--- src/rtl/lfsr_prbs_gen_pkg.sv ---
// -----------------------------------------------------------------------------
// Package: lfsr_pkg
//
// Purpose
//   Shared definitions for the LFSR pseudo-random generators. The single-channel
//   generator and the later multi-channel generators use it.
//
// Contents
//   MAX_LFSR_WIDTH  widest LFSR any generator in this family supports
//   lfsr_word_t     container wide enough for any supported LFSR state
//   default_taps()  primitive feedback mask for a given width (3..16)
//
// Tap mask encoding: bit i set means stage i+1 feeds the XOR. The state
// shifts toward the MSB and the feedback bit enters at bit 0.
// -----------------------------------------------------------------------------
package lfsr_pkg;

    localparam int MAX_LFSR_WIDTH = 16;

    typedef logic [MAX_LFSR_WIDTH-1:0] lfsr_word_t;

    // Each mask is a primitive polynomial, so any non-zero seed walks through
    // all 2^width-1 non-zero states before repeating. Width 7 uses
    // x^7+x^3+1 so the default generator matches the historic lab sequence.
    // Unsupported widths return 0, which produces no feedback at all and
    // shows up quickly on a bench.
    function automatic lfsr_word_t default_taps(input int width);
        lfsr_word_t taps;
        case (width)
            3:       taps = 16'h0006;
            4:       taps = 16'h000C;
            5:       taps = 16'h0014;
            6:       taps = 16'h0030;
            7:       taps = 16'h0044;
            8:       taps = 16'h00B8;
            9:       taps = 16'h0110;
            10:      taps = 16'h0240;
            11:      taps = 16'h0500;
            12:      taps = 16'h0829;
            13:      taps = 16'h100D;
            14:      taps = 16'h2015;
            15:      taps = 16'h6000;
            16:      taps = 16'hD008;
            default: taps = 16'h0000;
        endcase
        return taps;
    endfunction

endpackage

--- src/rtl/lfsr_prbs_gen_step.sv ---
// -----------------------------------------------------------------------------
// Module: lfsr_step
//
// Purpose
//   Purely combinational single step of a Fibonacci LFSR. The feedback bit is
//   the XOR of the tapped stages. The next state is the current state shifted
//   one place toward the MSB with the feedback bit inserted at bit 0.
//   The multi-channel generators use this block too, so it holds no registers.
//
// Parameters
//   WIDTH  LFSR length in bits
//   TAPS   feedback mask (bit i set => stage i+1 tapped)
//
// Ports
//   state       in   WIDTH  current LFSR state
//   next_state  out  WIDTH  state after one step
// -----------------------------------------------------------------------------
module lfsr_step
    import lfsr_pkg::*;
#(
    parameter int               WIDTH = 7,
    parameter logic [WIDTH-1:0] TAPS  = WIDTH'(default_taps(WIDTH))
) (
    input  logic [WIDTH-1:0] state,
    output logic [WIDTH-1:0] next_state
);

    logic feedback;

    // The parity of the masked state is the new bit. The MSB drops out of the
    // register during the shift.
    assign feedback   = ^(state & TAPS);
    assign next_state = {state[WIDTH-2:0], feedback};

endmodule

--- src/rtl/lfsr_prbs_gen.sv ---
// -----------------------------------------------------------------------------
// Module: lfsr_prbs_gen
//
// Purpose
//   Parametrised Fibonacci LFSR pseudo-random generator. It supports a runtime
//   seed load and measures the sequence period. Each time the sequence returns
//   to its reference seed, the module pulses wrap and reports the number of
//   steps that period took.
//
// Parameters
//   WIDTH  LFSR length in bits (3..16)
//   TAPS   feedback mask (bit i set => stage i+1 tapped), default x^7+x^3+1
//   SEED   reset/recovery state, must be non-zero
//
// Ports
//   clk           in   1      clock, rising edge
//   rst_n         in   1      asynchronous reset, active low
//   en            in   1      advance one step this cycle
//   load          in   1      load seed_in this cycle (wins over en)
//   seed_in       in   WIDTH  runtime seed
//   data_out      out  WIDTH  current LFSR state
//   bit_out       out  1      MSB of the state (next bit shifted out)
//   wrap          out  1      one-cycle pulse: state returned to reference seed
//   period_out    out  WIDTH  step count of the last completed period
//   period_valid  out  1      period_out holds a valid measurement
//   lockup        out  1      state is all-zero (only with the macro below)
//
// Configuration macro
//   LFSR_LOCKUP_RECOVER_EN
//     Defined:   a zero seed is loaded as-is. lockup flags the stuck state,
//                and the next enabled step restores SEED.
//     Undefined: a zero seed is replaced by SEED on load, and lockup is
//                tied to 0.
// -----------------------------------------------------------------------------
module lfsr_prbs_gen
    import lfsr_pkg::*;
#(
    parameter int               WIDTH = 7,
    parameter logic [WIDTH-1:0] TAPS  = WIDTH'(default_taps(WIDTH)),
    parameter logic [WIDTH-1:0] SEED  = WIDTH'(1)
) (
    input  logic             clk,
    input  logic             rst_n,
    input  logic             en,
    input  logic             load,
    input  logic [WIDTH-1:0] seed_in,
    output logic [WIDTH-1:0] data_out,
    output logic             bit_out,
    output logic             wrap,
    output logic [WIDTH-1:0] period_out,
    output logic             period_valid,
    output logic             lockup
);

    logic [WIDTH-1:0] state;
    logic [WIDTH-1:0] ref_state;
    logic [WIDTH-1:0] cnt;
    logic [WIDTH-1:0] next_state;
    logic [WIDTH-1:0] load_value;
    logic             in_lockup;
    logic             ref_hit;

    lfsr_step #(
        .WIDTH (WIDTH),
        .TAPS  (TAPS)
    ) u_step (
        .state      (state),
        .next_state (next_state)
    );

    assign data_out = state;
    assign bit_out  = state[WIDTH-1];

    // Compare against the state being produced, not the current one. This
    // way the wrap pulse appears together with the returned state on
    // data_out.
    assign ref_hit = (next_state == ref_state);

`ifdef LFSR_LOCKUP_RECOVER_EN
    // A zero seed is accepted so that software can test the recovery path.
    // While the state is zero, the next enabled step restores SEED instead of
    // shifting, because shifting zero would keep it zero forever.
    assign load_value = seed_in;
    assign in_lockup  = (state == '0);

    // lockup mirrors "state is zero". It changes only on the cycles that can
    // change the state: a load sets or clears it from the seed, and an
    // enabled step always leaves a non-zero state.
    always_ff @(posedge clk or negedge rst_n) begin
        if (!rst_n) begin
            lockup <= 1'b0;
        end else if (load) begin
            lockup <= (seed_in == '0);
        end else if (en) begin
            lockup <= 1'b0;
        end
    end
`else
    // Without recovery logic, a zero seed must never reach the register.
    // Loading SEED instead keeps the generator running.
    assign load_value = (seed_in == '0) ? SEED : seed_in;
    assign in_lockup  = 1'b0;
    assign lockup     = 1'b0;
`endif

    // Main state, reference and period bookkeeping. The wrap flag clears by
    // default every cycle, which keeps it a single-cycle pulse even when en
    // drops right after a wrap. The other registers hold unless loaded or
    // stepped. cnt counts steps since the last reference match. On a match,
    // the completed period is cnt+1, because the matching step itself counts.
    always_ff @(posedge clk or negedge rst_n) begin
        if (!rst_n) begin
            state        <= SEED;
            ref_state    <= SEED;
            cnt          <= '0;
            period_out   <= '0;
            period_valid <= 1'b0;
            wrap         <= 1'b0;
        end else begin
            wrap <= 1'b0;
            if (load) begin
                state        <= load_value;
                ref_state    <= load_value;
                cnt          <= '0;
                period_valid <= 1'b0;
            end else if (en) begin
                if (in_lockup) begin
                    state     <= SEED;
                    ref_state <= SEED;
                    cnt       <= '0;
                end else begin
                    state <= next_state;
                    if (ref_hit) begin
                        wrap         <= 1'b1;
                        period_out   <= cnt + WIDTH'(1);
                        period_valid <= 1'b1;
                        cnt          <= '0;
                    end else begin
                        cnt <= cnt + WIDTH'(1);
                    end
                end
            end
        end
    end

endmodule

--- config.mk ---
export PLATFORM = sky130hd
export DESIGN_NAME = lfsr_prbs_gen
export DESIGN_NICKNAME = d
export VERILOG_FILES = /design/src/rtl/lfsr_prbs_gen_pkg.sv /design/src/rtl/lfsr_prbs_gen_step.sv /design/src/rtl/lfsr_prbs_gen.sv
export SDC_FILE = /design/constraint.sdc
export NUM_CORES = 1
export LEC_CHECK = 0
export ABC_CLOCK_PERIOD_IN_PS = 2330
export CORE_UTILIZATION = 50
export DETAILED_ROUTE_END_ITERATION = 8
export PLACE_DENSITY = 0.78
export RECOVER_POWER = 50
export SETUP_SLACK_MARGIN = 0.3
export SYNTH_ARGS = -nofsm -noshare
export SYNTH_HDL_FRONTEND = slang
export SYNTH_SLANG_ARGS = --single-unit
--- constraint.sdc ---
create_clock -name clk -period 2.33 [get_ports clk]
set_input_delay 0.699 -clock clk [delete_from_list [all_inputs] [get_ports clk]]
set_output_delay 0.699 -clock clk [all_outputs]
set_load 0.005 [all_outputs]
# Yosys cells after proc, flatten, opt, wreduce, memory -nomap -nowiden
# Cells that the tools add are included.
dict set report word_totals {
  reg_bits 30
  input_bits 11
  out_inout_bits 18
  wordCells 27
}
dict set report classes {
  add_sub_neg 1
  eq_ne 1
  muxes 12
  bitwise 1
  reduce_logical 6
}
# cell n
set op_table {}
lappend op_table {{two-way mux 7 bit} 6}
lappend op_table {{adder 7 x 1 -> 7 bit (second input constant)} 1}
lappend op_table {{== test 7 bit} 1}
lappend op_table {{logical NOT 7 bit} 1}
lappend op_table {{XOR reduction 7 bit} 1}
lappend op_table {{two-way mux 1 bit} 6}
lappend op_table {{nonzero test 2 bit} 2}
lappend op_table {{AND reduction 3 bit} 1}
lappend op_table {{AND reduction 2 bit} 1}
lappend op_table {{inverter 1 bit} 1}

# Depth between registers and ports, before layout
# Gate-level depths: netlist of run 1.
dict set report depth {
  ltp_word 5
  ltp_mapped 5
}

# Cells and area by module
# A second synthesis of run 1 with hierarchy kept.
dict set report unflattened {
  hier_cells 151
  hier_area_um2 1530.2
}
# mod instances cells_each area_per_inst_um2 seq_area_each_um2
set by_module_without_submodules {}
lappend by_module_without_submodules {lfsr_prbs_gen 1 143 1468.9 753.2}
lappend by_module_without_submodules {lfsr_step 1 8 61.3 0.0}

# Worst setup path after synthesis of run 1
# OpenSTA, ideal clock, no wires.
dict set report synth_path {
  kind {reg-to-reg}
  from {register state[6] (netlist: data_out[6])}
  to {register period_out[1]}
  arrival_time_ps 1661
  t_required_ps 2205
  setup_slack_ps 544
  stages_incl_launch_ff 5
  n_path_buf 0
  period_less_slack_ps 1786
  cell_sequence {dfrtp_1 -> xnor3_2 -> nand3_4 -> nor3_4 -> mux2_2}
}
dict set report synth_between {
  elab_chain_cells 3
}
# element line_no
set synth_rtl {}
lappend synth_rtl {{from (decl)} lfsr_prbs_gen.sv:55} ;# logic [WIDTH-1:0] state;
lappend synth_rtl {{from (signal assigned)} lfsr_prbs_gen.sv:122} ;# state <= load_value;
lappend synth_rtl {{from (signal assigned)} lfsr_prbs_gen.sv:132} ;# state <= next_state;
lappend synth_rtl {{XOR reduction 7 bit} lfsr_prbs_gen_step.sv:32} ;# assign feedback = ^(state & TAPS);
lappend synth_rtl {{== test 7 bit} lfsr_prbs_gen.sv:77} ;# assign ref_hit = (next_state == ref_state);
lappend synth_rtl {{AND reduction 3 bit (no line)} n/a}
lappend synth_rtl {{to (signal assigned)} lfsr_prbs_gen.sv:135} ;# period_out <= cnt + WIDTH'(1);
lappend synth_rtl {{to (decl)} lfsr_prbs_gen.sv:50} ;# output logic [WIDTH-1:0] period_out,
# Every way passes these cells.
# A chain may end at the register's enable or synchronous reset.

# Worst setup path in the final report of run 1
dict set report layout_path {
  from {input en}
  to {register cnt[6]}
}
dict set report layout_between {
  elab_chain_cells 1
}
# element line_no
set layout_rtl {}
lappend layout_rtl {{from (decl)} lfsr_prbs_gen.sv:44} ;# input logic en,
lappend layout_rtl {{nonzero test 2 bit (no line)} n/a}
lappend layout_rtl {{to (signal assigned)} lfsr_prbs_gen.sv:139} ;# cnt <= cnt + WIDTH'(1);
lappend layout_rtl {{to (decl)} lfsr_prbs_gen.sv:57} ;# logic [WIDTH-1:0] cnt;
# Every way passes these cells.

==> impl_metrics.json, run 1 <==
{
  "grt_first_pass_wirelength_microns": 4760,
  "drv_cap": 0,
  "final_area_sq_um": 1830,
  "die_area_sq_um": 3110,
  "skew_ps": 7.90,
  "path_class": "primary input to register",
  "power_frac_comb_pct": 20.9,
  "dp_slack_ps": 231,
  "synth-edff-count": 0,
  "dp_hpwl_microns": 2020,
  "rsz0062_at_grt": "false",
  "dpl_cell_area_sq_um": 1750,
  "cts_buffers": 5,
  "drc": 0,
  "stdcell_count": 207,
  "slowest_stage": "dlygate4sd3_1",
  "startpoint": "en",
  "cts_tree": "done",
  "slew_headroom_pct": 52.3,
  "postRouteAntennaNets": 0,
  "overflow": 0,
  "worstSetupPathDepth": 5,
  "hold_viol": 0,
  "p_per_area_nw_per_um2": 614,
  "dr.pass1.iters": 4,
  "via_per_inst": 5.26,
  "rr_startpoint": "data_out[0]$_DFFE_PN1P_",
  "postSynthAreaPerCell_sq_um": 10.5,
  "ys_seq_area_share_pct": 52.1,
  "synth_flop_cell": "dfrtp_1",
  "wl_per_cell_microns": 13.8,
  "power_switching_mw": 0.305,
  "start_kind": "primary input",
  "slew_violations": 0,
  "setup_viol": 0,
  "htree_num_levels": 2,
  "switching_share_pct": 27.1,
  "rr_endpoint": "period_out[4]$_DFFE_PN0P_",
  "async_flop_share_pct": 100,
  "critPathCaptureType": "register",
  "synth-warning-count": 0,
  "nNetsFinal": 187,
  "ioPinCount": 29,
  "numPortBuffers": 27,
  "dp.cells": 194,
  "hold_ws_ps": 495,
  "fmax_mhz": 472,
  "path_cells": "dlygate4sd3_1, clkbuf_1, nor2_1, nand2_1, o211ai_1",
  "layout_setup_ws_ps": 211,
  "core-area_sq_um": 2760,
  "synth_nets": 150,
  "clk_latency_ps": 330,
  "grt_usage_pct": 20.6,
  "grt_max_degree": 31,
  "route.vias.total": 1089,
  "hold_path_class": "register to register",
  "status": "finished clean",
  "antenna_found_initial": 0,
  "cts_max_path_buffers": 2,
  "clkPwrFrac_pct": 25.7,
  "max_stage_delay_ps": 560,
  "grt_pass1_vias": 1081,
  "finalPower_mw": 1.12,
  "internal-power_mw": 0.818,
  "setup_tns_ps": 0,
  "arrival_ps": 2310,
  "rrSetupSlack_ps": 460,
  "peakVddDrop_uv": 530,
  "cp_top_family": "buffers and inverters",
  "clock-sinks": 30,
  "die_w_microns": 55.8,
  "cts_root_buf": "clkbuf_4",
  "path_buf_inv": 2,
  "final_layout_size_suffix_gt1_share_pct": 14.8,
  "crit_end": "cnt[6]$_DFFE_PN0P_",
  "clk_pin_slew_ps": 80,
  "reg2regPathDepth": 5,
  "hold_buffers": 0,
  "cp_max_fo": 11,
  "final_util_pct": 66.3,
  "routed_wl_microns": 2870,
  "yosys_register_bits": 30,
  "syn-cell-area_sq_um": 1450,
  "cp.required_ps": 2520,
  "period_minus_slack_ps": 2120,
  "power_leakage_nw": 0.823,
  "die_h_microns": 55.8,
  "drtIter0Drc": 24,
  "post_synth_num_cell_types": 31,
  "sequentialPowerShare_pct": 53.4,
  "start_util_pct": 52.5,
  "fillerInstances": 241,
  "hold_depth": 1,
  "postSynthCellCount": 138,
  "tightest_slew_ps": 715,
  "gp_congestion": 0.754,
  "rows": 19,
  "area_growth_pct": 26.5,
  "n_antenna_cell": 0,
  "fin_crit_sh_pct": 91.0
}
worst reg2reg max path: stages (launching register included):
cell	delay, ps
dfstp_2	530
buf_4	110
xnor2_1	120
nand4_1	270
nor3_4	360
mux2_2	370
state kept, by name, summed over array words and instances (netlist names):
name / cells
period_valid: 1
cnt: 7
wrap: 1
ref_state: 7
data_out: 7
period_out: 7
repair_timing:
action / in CTS / in global routing
setup endpoints to repair: 4 / 5
pin swaps: 0 / 2
setup buffers: 1 / 4
resized for setup: 3 / 0
area by class of cell:
type	instances	area (sq um)	area share, %
tap	31	38.8	2.12
inverter	11	41.3	2.26
clock buffer	8	48.8	2.67
multi-input combinational	91	614	33.6
sequential	30	756	41.3
timing repair buffer	36	330	18.1
layer usage:
| metal | vias to the layer above | global-route usage (%) | routed length, microns |
|---|---|---|---|
| met1 | 523 | 23.2 | 1230 |
| met2 | 24 | 35.1 | 1450 |
| met5 | - | 0 | 0 |
| li1 | 534 | - | - |
| met4 | 0 | 9.64 | 57 |
| met3 | 8 | 6.98 | 130 |
cell usage after synthesis (2+ instances only):
library cell	n	area, sq um
nor4_1	2	12.5
xor2_1	2	17.5
nand2_1	18	67.6
dfrtp_1	28	701
nand3_1	2	10.0
nand2b_1	2	12.5
clkbuf_1	2	7.51
dfstp_2	2	52.6
buf_4	2	15.0
inv_1	11	41.3
o211ai_1	3	22.5
a21oi_1	3	15.0
o21ai_0	19	95.1
mux2_2	4	45.0
nor2_1	5	18.8
mux2i_1	9	90.1
xnor2_1	10	87.6
worst min-delay path by stage:
stage | startpoint | slack (ps) | endpoint
after floorplan | rst_n | 400 | cnt[0]$_DFFE_PN0P_
after global placement | period_valid$_DFFE_PN0P_ | 470 | period_valid$_DFFE_PN0P_
after detailed placement | period_valid$_DFFE_PN0P_ | 480 | period_valid$_DFFE_PN0P_
after CTS | ref_state[0]$_DFFE_PN1P_ | 500 | ref_state[0]$_DFFE_PN1P_
after global routing | period_out[4]$_DFFE_PN0P_ | 520 | period_out[4]$_DFFE_PN0P_
final | period_valid$_DFFE_PN0P_ | 490 | period_valid$_DFFE_PN0P_
cell families (layout without fill, tap and decap cells):
group           after synthesis  in the layout  share of synthesized area, %
xor+xnor                     13             13                          8.91
simple gates                 35             35                          12.4
other cells                   1              1                         0.259
buf+inv                      17             55                          5.45
fa+ha+maj                     1              1                         0.865
compound gates               28             28                          10.7
mux                          13             13                          9.34
flops                        30             30                          52.1
layout by cell type (no fill, tap or decap), types with 2 or more instances in the layout:
cell,Yosys,layout
o211ai_1,3,3
mux2_2,4,4
a21oi_1,3,3
dfrtp_1,28,26
nor2_1,5,5
buf_4,2,7
dfstp_2,2,2
inv_1,11,11
nand2_1,18,18
nor4_1,2,2
clkdlybuf4s50_1,0,23
nand3_1,2,2
dfrtp_2,0,2
clkbuf_4,0,5
dlygate4sd3_1,0,3
xor2_1,2,2
clkbuf_1,2,4
o21ai_0,19,19
nand2b_1,2,2
xnor2_1,10,10
mux2i_1,9,9
power by group through the flow:
stage	clock, mW	sequential, mW	combinational (mW)
after detailed placement	0	0.615	0.219
after global routing	0.321	0.605	0.259
after floorplan	0	0.608	0.115
after global placement	0	0.614	0.215
after CTS	0.300	0.604	0.224
final	0.289	0.599	0.235
Power figures use the tool's default switching activity.
==> run 2, diff against run 1 <==
- CAP_MARGIN: default -> 20
- HOLD_SLACK_MARGIN: default -> 0.06
==> results of run 2 <==
Same layout as run 1: the final DEF is identical, and so are final timing and power.
